**src/rtl/scancode_decoder.sv**
```systemverilog
// PS/2 set-2 scancode decoder: prefix parser, modifier tracking, layout ROM lookup
// and a first-word-fall-through character FIFO.
module scancode_decoder #(
    parameter int LAYOUT_BITS = 1,
    parameter int FIFO_DEPTH  = 4,
    parameter int CNT_W       = $clog2(FIFO_DEPTH) + 1
) (
    input  logic                   clk,
    input  logic                   reset_n,
    input  logic [7:0]             rx_data,
    input  logic                   rx_valid,
    input  logic [LAYOUT_BITS-1:0] layout_sel,
    input  logic                   char_ready,
    output logic [7:0]             char_data,
    output logic                   char_valid,
    output logic                   shift_state,
    output logic                   caps_state,
    output logic                   overflow,
    output logic [CNT_W-1:0]       fifo_count
);

    localparam int ADDR_W = LAYOUT_BITS + 9;
    localparam int PTR_W  = $clog2(FIFO_DEPTH);

    typedef enum logic [1:0] {
        ST_IDLE,
        ST_BRK,
        ST_EXT,
        ST_EXT_BRK
    } state_t;

    state_t            r_state;
    state_t            w_nextState;
    logic              r_shiftL;
    logic              r_shiftR;
    logic              r_caps;
    logic              w_setL;
    logic              w_setR;
    logic              w_clrL;
    logic              w_clrR;
    logic              w_toggleCaps;
    logic              w_makeReq;
    logic              r_lookupValid;
    logic [ADDR_W-1:0] r_lookupAddr;
    logic [7:0]        w_romData;
    logic [7:0]        r_mem [FIFO_DEPTH];
    logic [PTR_W-1:0]  r_wrPtr;
    logic [PTR_W-1:0]  r_rdPtr;
    logic [CNT_W-1:0]  r_count;
    logic              r_overflow;
    logic              w_push;
    logic              w_pop;
    logic              w_write;
    logic              w_empty;
    logic              w_full;

    // Layout table: address is {layout, shifted plane, scancode}. 0xFF = no char, 0x00 = modifier.
    function automatic logic [7:0] romEntry(input logic [ADDR_W-1:0] addr);
        logic [LAYOUT_BITS-1:0] layout;
        logic [8:0]             key;
        layout   = addr[ADDR_W-1:9];
        key      = addr[8:0];
        romEntry = 8'hFF;
        if (layout == '0) begin
            case (key)
                9'h01C: romEntry = 8'h61;
                9'h016: romEntry = 8'h31;
                9'h05A: romEntry = 8'h7E;
                9'h029: romEntry = 8'h7D;
                9'h032: romEntry = 8'h62;
                9'h021: romEntry = 8'h63;
                9'h11C: romEntry = 8'h41;
                9'h15A: romEntry = 8'h7E;
                9'h129: romEntry = 8'h7D;
                9'h132: romEntry = 8'h42;
                9'h121: romEntry = 8'h43;
                9'h011, 9'h014, 9'h111, 9'h114: romEntry = 8'h00;
                default: romEntry = 8'hFF;
            endcase
        end else if (layout == LAYOUT_BITS'(1)) begin
            case (key)
                9'h015: romEntry = 8'h61;
                9'h01C: romEntry = 8'h71;
                9'h016: romEntry = 8'h26;
                9'h115: romEntry = 8'h41;
                9'h11C: romEntry = 8'h51;
                9'h116: romEntry = 8'h31;
                9'h011, 9'h014, 9'h111, 9'h114: romEntry = 8'h00;
                default: romEntry = 8'hFF;
            endcase
        end
    endfunction

    always_comb begin
        w_nextState  = r_state;
        w_setL       = 1'b0;
        w_setR       = 1'b0;
        w_clrL       = 1'b0;
        w_clrR       = 1'b0;
        w_toggleCaps = 1'b0;
        w_makeReq    = 1'b0;
        if (rx_valid) begin
            w_nextState = ST_IDLE;
            case (r_state)
                ST_IDLE: begin
                    case (rx_data)
                        8'hF0:   w_nextState  = ST_BRK;
                        8'hE0:   w_nextState  = ST_EXT;
                        8'h12:   w_setL       = 1'b1;
                        8'h59:   w_setR       = 1'b1;
                        8'h58:   w_toggleCaps = 1'b1;
                        default: w_makeReq    = 1'b1;
                    endcase
                end
                ST_BRK: begin
                    w_clrL = (rx_data == 8'h12);
                    w_clrR = (rx_data == 8'h59);
                end
                ST_EXT: begin
                    if (rx_data == 8'hF0) begin
                        w_nextState = ST_EXT_BRK;
                    end
                end
                default: w_nextState = ST_IDLE;
            endcase
        end
    end

    always_ff @(posedge clk or negedge reset_n) begin
        if (!reset_n) begin
            r_state       <= ST_IDLE;
            r_shiftL      <= 1'b0;
            r_shiftR      <= 1'b0;
            r_caps        <= 1'b0;
            r_lookupValid <= 1'b0;
            r_lookupAddr  <= '0;
        end else begin
            r_state       <= w_nextState;
            r_shiftL      <= (r_shiftL | w_setL) & ~w_clrL;
            r_shiftR      <= (r_shiftR | w_setR) & ~w_clrR;
            r_caps        <= r_caps ^ w_toggleCaps;
            r_lookupValid <= w_makeReq;
            if (w_makeReq) begin
                r_lookupAddr <= {layout_sel, (r_shiftL | r_shiftR) ^ r_caps, rx_data};
            end
        end
    end

    assign w_romData = romEntry(r_lookupAddr);
    assign w_push    = r_lookupValid && (w_romData != 8'hFF) && (w_romData != 8'h00);
    assign w_empty   = (r_count == '0);
    assign w_full    = (r_count == CNT_W'(FIFO_DEPTH));
    assign w_pop     = !w_empty && char_ready;
    // A full FIFO still takes the write when the head leaves in the same cycle.
    assign w_write   = w_push && (!w_full || w_pop);

    always_ff @(posedge clk) begin
        if (w_write) begin
            r_mem[r_wrPtr] <= w_romData;
        end
    end

    always_ff @(posedge clk or negedge reset_n) begin
        if (!reset_n) begin
            r_wrPtr    <= '0;
            r_rdPtr    <= '0;
            r_count    <= '0;
            r_overflow <= 1'b0;
        end else begin
            if (w_write) begin
                r_wrPtr <= r_wrPtr + 1'b1;
            end
            if (w_pop) begin
                r_rdPtr <= r_rdPtr + 1'b1;
            end
            case ({w_write, w_pop})
                2'b10:   r_count <= r_count + 1'b1;
                2'b01:   r_count <= r_count - 1'b1;
                default: r_count <= r_count;
            endcase
            if (w_push && !w_write) begin
                r_overflow <= 1'b1;
            end
        end
    end

    assign char_valid  = !w_empty;
    assign char_data   = w_empty ? 8'h00 : r_mem[r_rdPtr];
    assign fifo_count  = r_count;
    assign overflow    = r_overflow;
    assign shift_state = r_shiftL | r_shiftR;
    assign caps_state  = r_caps;

endmodule

```
**config.mk**
```make
export PLATFORM = sky130hd
export DESIGN_NAME = scancode_decoder
export DESIGN_NICKNAME = d
export VERILOG_FILES = /design/src/rtl/scancode_decoder.sv
export SDC_FILE = /design/constraint.sdc
export NUM_CORES = 1
export LEC_CHECK = 0
export BUFFER_PORTS_ARGS = -buffer_cell sky130_fd_sc_hd__buf_2
export CAP_MARGIN = 20
export CORE_MARGIN = 4
export CORE_UTILIZATION = 45
export DETAILED_ROUTE_END_ITERATION = 7
export GPL_TIMING_DRIVEN = 1
export PLACE_DENSITY_LB_ADDON = 0.25
export REMOVE_ABC_BUFFERS = 1
export SLEW_MARGIN = 10
export SYNTH_ARGS = -nofsm -noshare
export SYNTH_HDL_FRONTEND = slang
export SYNTH_SLANG_ARGS = --single-unit
```
**constraint.sdc**
```tcl
create_clock -name clk -period 2.7 [get_ports clk]
set_input_delay 0.54 -clock clk [delete_from_list [all_inputs] [get_ports clk]]
set_output_delay 0.54 -clock clk [all_outputs]
set_load 0.02 [all_outputs]
```
==> out/results.ini <==
[sta]
slew_headroom_pct=61.8
min_period_ns=2.57
drv_slew=0
finalHoldViolCount=0
setup_viol=0
clock_skew_ns=0.0128
max_freq_mhz=390
tns_ns=0
post-route-period-util_pct=95.0
max_slew.worst_pin.slew_ns=0.574
rsz0062_at_grt=false

[final_layout]
nets=276
drive_above_1_share_pct=30.9
syn2layout_area_growth_pct=11.5
design_area_um2=3180
antenna_cells=0
utilization_pct=52.7
fill_cells=533

[grt]
grt_pass1_wl_um=8670
first_global_vias=1807
antenna_found_initial=0
grt_max_degree=25
grt.overflow.total=0
grt.total_usage_pct=14.6

[critical_path]
cp.arrival_ns=2.76
crit_chain=or3b_4 > a2111o_1 > a21boi_4 > a211oi_4 > buf_4 > a21oi_2 > mux2_4
endpoint_kind=flip-flop
crit_type=reg2reg
cp_num_buf_inv=1
crit_start=r_lookupAddr[4]
rr_worst_depth=7
critPathMaxFanout=8
required_ns=2.89
path_delay_family=compound AO/OA/AOI/OAI gates
critical_path_depth=7
worst-r2r-setup-slack_ns=0.13
r2r-end=fifo_count[1]
start_kind=flip-flop
max_stage_delay_ns=0.46
rr_startpoint=r_lookupAddr[4]
slowest_stage=a2111o_1

[cts]
cts-root-buf=clkbuf_8
cts_buffers=5
clkLatencyLatePin_ns=0.31
post_cts_resized=0
cts_buffer_depth=2
hold_buffers=0
path_clk_slew_ns=0.10
clock-sinks=56
cts_setup_buffers=0
cts.htree.levels=2
cts_tree=yes

[yosys]
synth_edf_count=32
dominantRegCellSynth=edfxtp_1
synth.most_common_cell=edfxtp_1
ys_types=52
synth_seq_cells=56
netlist.area_leader.share_pct=33.7
syn_area_per_cell_um2=12.6
async_flop_share_pct=42.9
syn_area_um2=2850
synth_top_area_cell=edfxtp_1
ys_warn_count=0
syn_inst=226
synth.area.top_cells=edfxtp_1, dfrtp_1, mux4_2
synth_top_cells_by_count=edfxtp_1, dfrtp_1, nand2_1
yosysSeqAreaShare_pct=54.8

[floorplan]
io-pin-count=28
die_y_um=87.6
start_util_pct=47.3
design.die.area_um2=7670
die_x_um=87.6
core_um2=6030
rows=28

[pwr]
leakage_uw=0.00121
power.density_nw_per_um2=794
power.total_uw=2520
vdd_ir_drop_max_mv=0.433

[routing]
wl_per_cell_um=15.4
drt-total-wl_um=5150
viasPerCell=5.45
vias=1821
dr.pass1.iters=4
drtIter0Drc=130
drtAntennaViolNets=0
route.detailed.drc=0

[hold_path]
min_path_type=in2async

[placed_design]
place.gp.congestion=0.839
numPortBuffers=27
place_area_um2=3080
dp_hpwl_um=3900

[run_status]
status=completed

[flow_run]
max-cap-violations=0

==> worst max path at each step <==
| stage | slack [ns] | end |
|---|---|---|
| floorplan | 0.18 | fifo_count[2] |
| global placement | 0.12 | r_mem[3][7] |
| CTS | 0.03 | r_mem[3][2] |
| global route | 0.009 | r_mem[2][5] |
| detailed placement | 0.07 | r_mem[3][5] |
| finish | 0.13 | fifo_count[1] |
==> state kept, by name (all words and copies together) (netlist names) <==
signal         flops
caps_state         1
fifo_count         3
overflow           1
r_lookupAddr      10
r_lookupValid      1
r_mem             32
r_rdPtr            2
r_shiftL           1
r_shiftR           1
r_state            2
r_wrPtr            2
==> through the flow <==
| stage | worst slack, ns | hold slack, ns | instances |
|---|---|---|---|
| final | 0.134 | 0.192 | 334 |
| after global routing | 0.00905 | 0.231 | 334 |
| after CTS | 0.0311 | 0.210 | 334 |
| after detailed placement | 0.0687 | 0.462 | 326 |
| after global placement | 0.119 | 0.462 | 326 |
| after floorplan | 0.179 | 0.244 | 217 |
==> placed cells by master (no fill, tap or decap), drive strengths merged, types with 6 or more instances in the layout <==
master,instances
mux2,11
buf,34
nor2b,10
mux4,8
nor2,10
dfrtp,24
nand2,19
a21oi,8
o21ai,8
nand3,6
inv,11
edfxtp,32
==> metal layers <==
metal	track usage [%]	share of wire (%)	routed length [µm]
met5	0	0	0
met4	3.35	0.64	33
met3	3.39	4.9	251
met2	23.2	47	2390
met1	20.5	48	2470
==> cell type report <==
type | instances | area (µm²) | share of cell area, %
Timing Repair Buffer | 34 | 188 | 5.91
Clock inverter | 3 | 21.3 | 0.669
Inverter | 10 | 37.5 | 1.18
Sequential cell | 56 | 1560 | 49.1
Tap cell | 75 | 93.8 | 2.95
Multi-Input combinational cell | 151 | 1210 | 38.0
Clock buffer | 5 | 68.8 | 2.17
==> where the power goes <==
group	total, µW	internal, µW	switching [µW]
clock network	457	185	272
registers	1190	1030	161
logic	876	422	454
==> cells by family (layout without fill, tap and decap cells) <==
logic type,Yosys count,in the layout,share of synthesized area (%)
AO/OA/AOI/OAI,37,37,9.97
XOR/XNOR,9,9,2.77
adder cells (fa/ha/maj),5,5,2.46
buffers and inverters,19,52,3.16
flip-flops,56,56,54.8
multiplexers,19,19,10.8
AND/OR/NAND/NOR,81,81,16.1
No activity file was read; power rests on OpenSTA's default activity.
